**config.mk**
```make
export PLATFORM = sky130hd
export DESIGN_NAME = rst_seq_ctrl
export DESIGN_NICKNAME = d
export VERILOG_FILES = /design/src/rtl/rst_seq_ctrl.sv
export SDC_FILE = /design/constraint.sdc
export NUM_CORES = 1
export LEC_CHECK = 0
export BUFFER_PORTS_ARGS = -buffer_cell sky130_fd_sc_hd__buf_2
export CAP_MARGIN = 0
export CORE_MARGIN = 2
export CORE_UTILIZATION = 60
export DETAILED_ROUTE_END_ITERATION = 6
export HOLD_SLACK_MARGIN = 0.03
export PLACE_DENSITY_LB_ADDON = 0.05
export SYNTH_ARGS = -nofsm -noshare
export SYNTH_HDL_FRONTEND = slang
export SYNTH_SLANG_ARGS = --single-unit
```
**constraint.sdc**
```tcl
create_clock -name clk -period 3.6 [get_ports clk]
set_input_delay 0.36 -clock clk [delete_from_list [all_inputs] [get_ports clk]]
set_output_delay 0.36 -clock clk [all_outputs]
set_load 0.1 [all_outputs]
```
**src/rtl/rst_seq_ctrl.sv**
```systemverilog
// rtl/rst_seq_ctrl.sv - staged reset sequencer with soft reset; optional watchdog under RST_SEQ_WDOG_EN
module rst_seq_ctrl #(
    parameter int N_STAGES        = 3,
    parameter int HOLD_CYCLES     = 16,
    parameter int STAGE_GAP       = 4,
    parameter int SOFT_MIN_CYCLES = 8,
    parameter int CNT_W           = 8,
    parameter int WDOG_TIMEOUT    = 1024
) (
    input  logic                clk,
    input  logic                rst,
    input  logic                soft_rst_req,
    input  logic                wdog_kick,
    output logic [N_STAGES-1:0] stage_rst_n,
    output logic                ready,
    output logic                busy,
    output logic [CNT_W-1:0]    soft_cnt,
    output logic [2:0]          seq_state,
    output logic                wdog_fired
);

    typedef enum logic [2:0] {
        S_RESET   = 3'd0,
        S_HOLD    = 3'd1,
        S_RELEASE = 3'd2,
        S_RUN     = 3'd3,
        S_SOFT    = 3'd4
    } state_t;

    // One shared cycle counter covers HOLD, the inter-stage gap and the SOFT minimum
    localparam int CMAX_A = (HOLD_CYCLES > STAGE_GAP) ? HOLD_CYCLES : STAGE_GAP;
    localparam int CMAX   = (CMAX_A > SOFT_MIN_CYCLES) ? CMAX_A : SOFT_MIN_CYCLES;
    localparam int CW     = $clog2(CMAX + 1);
    localparam int IW     = $clog2(N_STAGES + 1);

    localparam logic [CW-1:0] HOLD_LAST = CW'(HOLD_CYCLES - 1);
    localparam logic [CW-1:0] GAP_LAST  = CW'(STAGE_GAP - 1);
    localparam logic [CW-1:0] SOFT_LAST = CW'(SOFT_MIN_CYCLES - 1);
    localparam logic [IW-1:0] ALL_REL   = IW'(N_STAGES);

    state_t          state;
    logic [CW-1:0]   cnt;
    logic [IW-1:0]   idx;          // number of stages already released
    logic            soft_origin;  // current sequence was started by a soft reset
    logic            wdog_trip;

    assign seq_state = state;

`ifdef RST_SEQ_WDOG_EN
    localparam int WW = $clog2(WDOG_TIMEOUT + 1);
    logic [WW-1:0] wcnt;

    assign wdog_trip = (state == S_RUN) && !wdog_kick && (wcnt == WW'(WDOG_TIMEOUT - 1));

    // Watchdog: counts RUN edges since RUN entry or last kick; cleared elsewhere
    always_ff @(posedge clk) begin
        if (!rst || state != S_RUN || wdog_kick || wdog_trip) begin
            wcnt <= '0;
        end else begin
            wcnt <= wcnt + 1'b1;
        end
        if (!rst) begin
            wdog_fired <= 1'b0;
        end else begin
            wdog_fired <= wdog_trip;
        end
    end
`else
    localparam int unused_wdog_timeout = WDOG_TIMEOUT;
    logic unused_kick;
    assign unused_kick = wdog_kick;
    assign wdog_trip   = 1'b0;
    assign wdog_fired  = 1'b0;
`endif

    // Sequencer FSM: hard reset, hold, ordered release, run, soft reset
    always_ff @(posedge clk) begin
        if (!rst) begin
            state       <= S_RESET;
            stage_rst_n <= '0;
            ready       <= 1'b0;
            busy        <= 1'b1;
            soft_cnt    <= '0;
            cnt         <= '0;
            idx         <= '0;
            soft_origin <= 1'b0;
        end else begin
            case (state)
                S_RESET: begin
                    state       <= S_HOLD;
                    cnt         <= '0;
                    idx         <= '0;
                    stage_rst_n <= '0;
                    ready       <= 1'b0;
                    busy        <= 1'b1;
                end
                S_HOLD: begin
                    if (cnt == HOLD_LAST) begin
                        state       <= S_RELEASE;
                        stage_rst_n <= N_STAGES'(1);
                        idx         <= IW'(1);
                        cnt         <= '0;
                    end else begin
                        cnt <= cnt + 1'b1;
                    end
                end
                S_RELEASE: begin
                    if (idx == ALL_REL) begin
                        state <= S_RUN;
                        ready <= 1'b1;
                        busy  <= 1'b0;
                        cnt   <= '0;
                        if (soft_origin) begin
                            soft_origin <= 1'b0;
                            if (soft_cnt != '1) begin
                                soft_cnt <= soft_cnt + 1'b1;
                            end
                        end
                    end else if (cnt == GAP_LAST) begin
                        stage_rst_n <= stage_rst_n | (N_STAGES'(1) << idx);
                        idx         <= idx + 1'b1;
                        cnt         <= '0;
                    end else begin
                        cnt <= cnt + 1'b1;
                    end
                end
                S_RUN: begin
                    if (soft_rst_req || wdog_trip) begin
                        state       <= S_SOFT;
                        stage_rst_n <= '0;
                        ready       <= 1'b0;
                        busy        <= 1'b1;
                        cnt         <= '0;
                        soft_origin <= 1'b1;
                    end
                end
                S_SOFT: begin
                    // Counter saturates at the minimum so a long request cannot wrap it
                    if (cnt >= SOFT_LAST && !soft_rst_req) begin
                        state <= S_HOLD;
                        cnt   <= '0;
                        idx   <= '0;
                    end else if (cnt < SOFT_LAST) begin
                        cnt <= cnt + 1'b1;
                    end
                end
                default: begin
                    state       <= S_RESET;
                    stage_rst_n <= '0;
                    ready       <= 1'b0;
                    busy        <= 1'b1;
                    cnt         <= '0;
                    idx         <= '0;
                    soft_origin <= 1'b0;
                end
            endcase
        end
    end

endmodule

```
Word level (Yosys, flattened, before mapping)
Index checks and enable logic that the tools add are counted.
Word-level totals
  bits in registers: 24
  input port bits: 4
  output and inout port bits: 17
  logic and storage cells: 75
Cells by class
  add/sub/neg operators: 3
  $lt $le $gt $ge: 2
  equality and inequality tests: 15
  shift operators: 1
  mux-type cells: 29
  bitwise gates (word level): 5
  reductions and logical operators: 12
Operators by type and width (count)
  two-way mux 5 bit: 6
  two-way mux 3 bit: 8
  case mux 5 bit (4 select lines): 1
  case mux 3 bit (5 select lines): 1
  inequality test 2 bit, second input constant: 6
  case mux 3 bit (4 select lines): 1
  AND reduction 5 bit: 2
  case mux 1 bit (3 select lines): 3
  adder 8 x 1 -> 8 bit, second input constant: 1
  two-way mux 2 bit: 4
  inequality test 8 bit, second input constant: 1
  case mux 2 bit (4 select lines): 1
  AND reduction 4 bit: 2
  equality test 3 x 2 -> 1 bit, second input constant: 2
  AND reduction 3 bit: 2
  adder 5 x 1 -> 5 bit, second input constant: 1
  equality test 5 x 2 -> 1 bit, second input constant: 1
  equality test 5 x 4 -> 1 bit, second input constant: 1
  greater-or-equal comparator 5 x 3 -> 1 bit, second input constant: 1
  less-than comparator 5 x 3 -> 1 bit, second input constant: 1
  two-way mux 1 bit: 4
  NOT 1 bit: 4
  equality test 3 x 1 -> 1 bit, second input constant: 1
  equality test 3 bit, second input constant: 1
  11 further kinds: 11

Longest topological paths before layout
  word-level depth: 5
  mapped depth: 9
  depth with buffers taken out: 9

Worst setup path after synthesis
No wires, ideal clock.
  kind: register to register
  start: reg state[2] (netlist: seq_state[2])
  end: reg cnt[3]
  arrival time: 2.427 ns
  data required time: 3.526 ns
  slack: 1.098 ns
  cell stages (with the launch flop): 7
  buffers on the path: 1
  clock period less this slack: 2.502 ns
  cell sequence: dfxtp_1 > buf_2 > nor3b_2 > o221ai_1 > a311oi_4 > a41oi_1 > a31oi_1
Between the ends
  cells in the longest elaborated chain, start to end: 3
Ends and longest elaborated chain
  start, declared: line 41  | state_t state;
  start signal, assigned: line 79  | state <= S_RESET;
  start signal, assigned: line 90  | state <= S_HOLD;
  start signal, assigned: line 99  | state <= S_RELEASE;
  equality test 3 bit / equality test 3 x 2 -> 1 bit (equally long branches): line 88  | case (state)
  inequality test 3 bit (no source line) / inequality test 2 bit (equally long branches)
  AND reduction 2 bit (no source line)
  end signal, assigned: line 104  | cnt <= cnt + 1'b1;
  end signal, assigned: line 124  | cnt <= cnt + 1'b1;
  end signal, assigned: line 144  | cnt <= cnt + 1'b1;
  end, declared: line 42  | logic [CW-1:0] cnt;
Several ways; a longest one is shown, not always the timed one.
A chain may end at the register's enable or synchronous reset.

Worst setup path after layout
Same ends and word-level chain as after synthesis.

==> impl_summary.txt <==
----------------------------------------------------
[Outcome]
  Status ... completed

[Global routing]
  Wire length of the first global-routing pass ... 4678 µm
  Pin count of the biggest net entering global routing ... 20
  Antenna violations before repair ... 0
  GR Overflow Total ... 0
  Via count of the first global-routing pass ... 1045
  Global routing usage summed across all routing layers ... 23.50%

[Floorplan]
  DIE AREA ... 2709 µm²
  # IOs ... 21
  Horizontal die dimension ... 52.05 µm
  Placeable core area ... 2191 µm²
  Height of the die ... 52.05 µm
  Effective utilization at floorplan ... 63.22%
  Cell row count ... 17

[Place]
  Cell count after placement ... 208
  I/O Buffers ... 18
  GP Congestion ... 0.8949
  Final HPWL DP ... 2023 µm

[Layout]
  Post-Layout Cell Count ... 211
  Synth-to-layout area growth ... 8.040%
  Fraction of layout instances using a drive strength above 1 ... 14.21%
  ANT cells ... 0
  Fin util ... 68.30%
  Net total in the final layout ... 197

[Detailed routing]
  Post-detailed-route DRC marker count ... 0
  First-pass detailed-route iteration total ... 4
  Vias after detailed routing ... 1227
  Number of DRC markers after the initial detailed-route iteration ... 28
  Mean routed wirelength per cell ... 12.97 µm
  Via count normalized by instance count ... 5.815
  Routed WL ... 2736 µm
  Antenna Nets Post-Route ... 0

[Power and ir drop]
  Cell Pwr Density ... 393.7 nW/µm²
  P_int ... 0.3702 mW
  Share of power burned in combinational logic ... 29.1%
  Switching portion of total power ... 37.17%
  Total leakage power ... 0.6154 nW
  Net switching component of the power ... 0.2190 mW
  Clk pwr share ... 19.2%
  Worst voltage drop across the vdd grid ... 267.1 µV
  Register share of total power ... 51.6%

[Synth]
  Top cells by instance count after synthesis ... sky130_fd_sc_hd__dfxtp_1 (24), sky130_fd_sc_hd__nor2_1 (22), sky130_fd_sc_hd__a21oi_1 (17), sky130_fd_sc_hd__inv_1 (12)
  Register area share after synthesis ... 34.69%
  Post-synth EDFFs ... 0
  Library cell occupying the most area in the post-synthesis netlist ... sky130_fd_sc_hd__dfxtp_1
  Synthesized instance count ... 170
  Post-synthesis instance area ... 1385 µm²
  Flip-flop cell with the highest count after synthesis ... sky130_fd_sc_hd__dfxtp_1
  Cell variety after synth ... 40
  Count of yosys warnings during synthesis ... 0
  Synth Register Bits ... 24
  Top post-synthesis cells by area ... sky130_fd_sc_hd__dfxtp_1 (35%), sky130_fd_sc_hd__ha_1 (7.2%), sky130_fd_sc_hd__a21oi_1 (6.1%)
  Synthesized netlist net count ... 182
  Mean cell area of the mapped netlist ... 8.148 µm²
  Post-synth top area share ... 34.69%
  Share of flip-flops with an asynchronous set or reset after synthesis ... 0%
  Top-count cell post-synth ... sky130_fd_sc_hd__dfxtp_1

[STA]
  Total Neg Setup Slack ... 0 ns
  Worst slew margin relative to its limit ... 52.83%
  Final clock period utilization by the worst path ... 63.37%
  Final-report max-slew violation count ... 0
  Worst-case clock skew ... 0.005595 ns
  Count of endpoints failing setup in the final report ... 0
  Fmax ... 0.4383 GHz
  Crit path time final ... 2.281 ns
  RSZ-0062 raised after global routing ... no
  Count of final hold-check violations ... 0
  Transition time at the pin with the least slew margin ... 0.7075 ns

[Setup path]
  Critical-path top delay cell ... sky130_fd_sc_hd__dfxtp_1
  Number of buffer and inverter stages on the critical path ... 0
  Origin of the critical flop-to-flop path ... seq_state[2]
  Endpoint required time on the critical path ... 3.85 ns
  Crit-path leading delay family ... compound AO/OA/AOI/OAI gates
  Data arrival at the endpoint of the critical path ... 2.53 ns
  Critical path start-end classification ... reg2reg
  Capturing element type of the critical path ... flop
  Worst path cell trace ... nor3b_2 > o221ai_1 > a311oi_4 > a41oi_1 > a31oi_1
  Reg2Reg Capture Point ... cnt[3]
  Maximum single-stage delay on the critical path ... 0.69 ns
  Worst Reg2Reg Path Length in Cells ... 5
  Largest fanout of any net on the critical path ... 19
  Reg2reg setup slack ... 1.32 ns
  Kind of launch point of the worst setup path ... flop

[Worst hold path]
  Tightest Hold Check Type ... in2reg
  Hold depth ... 2
  Hold_sp ... rst
  Destination of the worst hold path ... busy

[Clocking]
  Maximum root-to-sink buffer count ... 2
  Clock Sinks ... 24
  Number of buffers added by the clock tree synthesis step ... 3
  Maximum level of the CTS H-tree ... 1
  Register clock-pin slew on the reported worst setup and hold paths ... 0.12 ns
  Cell at the root of the clock tree ... sky130_fd_sc_hd__clkbuf_4
  Insertion delay to the later sink of the worst-skew pair ... 0.31 ns
  Count of cells resized by post-cts repair ... 0
  Number of buffers added to fix hold violations after cts ... 0
  Postcts setup bufs ... 0
  CTS tree ... built

[Flow run]
  Max-cap violation count ... 0

----------------------------------------------------
[how the worst max path moves through the flow]
stage	to	cells after the start	slack, ns	start
3_3_place_gp	cnt[3]	5	1.40	seq_state[2]
4_1_cts	cnt[3]	5	1.33	seq_state[2]
2_1_floorplan	cnt[3]	6	1.10	seq_state[2]
6_report	cnt[3]	5	1.32	seq_state[2]
5_1_grt	cnt[3]	5	1.11	seq_state[2]
3_5_place_dp	cnt[3]	5	1.35	seq_state[2]
[per-stage QoR]
stage	area [µm²]	setup slack [ns]	hold slack (ns)	power, mW
after floorplan	1385	1.098	0.4362	0.4520
after global placement	1474	1.396	0.4328	0.4756
after detailed placement	1474	1.353	0.4354	0.4800
after CTS	1496	1.333	0.3061	0.5936
after global routing	1496	1.115	0.3292	0.6174
final	1496	1.319	0.3196	0.5892
[final cells by class]
| class | count | area (µm²) |
|---|---|---|
| clock buffer | 3 | 22.52 |
| fill | 196 | 694.4 |
| inverter | 12 | 45.04 |
| multi-input combinational | 126 | 823.3 |
| sequential | 24 | 480.5 |
| tap | 28 | 35.03 |
| timing repair buffer | 18 | 90.09 |
[worst register-to-register path, cell delays in order (launching register included)]
cell	delay, ns
sky130_fd_sc_hd__dfxtp_1	0.69
sky130_fd_sc_hd__nor3b_2	0.40
sky130_fd_sc_hd__o221ai_1	0.41
sky130_fd_sc_hd__a311oi_4	0.41
sky130_fd_sc_hd__a41oi_1	0.16
sky130_fd_sc_hd__a31oi_1	0.15
[kinds of logic (layout without fill, tap and decap cells)]
group / count (synthesis) / after routing / synth area share [%]
xor gates and xnor gates: 7 / 7 / 4.426
AOI/OAI and AO/OA: 44 / 44 / 21.50
muxes: 3 / 3 / 2.258
adders and majority gates: 8 / 8 / 7.227
DFF: 24 / 24 / 34.69
and+or+nand+nor: 63 / 63 / 23.76
buffers and inverters: 20 / 33 / 5.872
other: 1 / 1 / 0.2707
[per-layer routing]
| layer | GRT usage [%] | routed length, µm | up-vias |
|---|---|---|---|
| li1 | - | - | 627 |
| met1 | 31.53 | 1271 | 559 |
| met2 | 37.13 | 1262 | 36 |
| met3 | 3.448 | 154 | 5 |
| met4 | 10.53 | 48 | 0 |
| met5 | 0 | 0 | - |
[power by group through the flow]
| stage | sequential [mW] | combinational, mW | clock (mW) |
|---|---|---|---|
| after floorplan | 0.345 | 0.107 | 0 |
| after global placement | 0.308 | 0.167 | 0 |
| after detailed placement | 0.310 | 0.170 | 0 |
| after CTS | 0.304 | 0.171 | 0.119 |
| after global routing | 0.308 | 0.185 | 0.124 |
| final | 0.304 | 0.172 | 0.113 |
[registers in the layout, indices dropped and copies added, names as in the netlist]
signal,cells
soft_cnt,8
cnt,5
seq_state,3
stage_rst_n,3
idx,2
busy,1
ready,1
soft_origin,1
[cell usage in the layout (no fill, tap or decap), drive strengths merged]
master,n
a21oi,17
a22o,1
a2bb2oi,1
a311oi,1
a31oi,3
a32oi,2
a41oi,1
and4,1
and4bb,1
buf,18
clkbuf,3
conb,1
dfxtp,24
ha,8
inv,12
mux2,1
mux2i,2
nand2,9
nand2b,7
nand3,9
nand4,2
nor2,22
nor2b,2
nor3,5
nor3b,2
o211a,2
o211ai,2
o21a,2
o21ai,8
o221ai,2
o31ai,1
o32ai,1
or3,1
or4b,2
xnor2,5
xor2,2
Note: power is estimated with default switching activity, not from simulation.
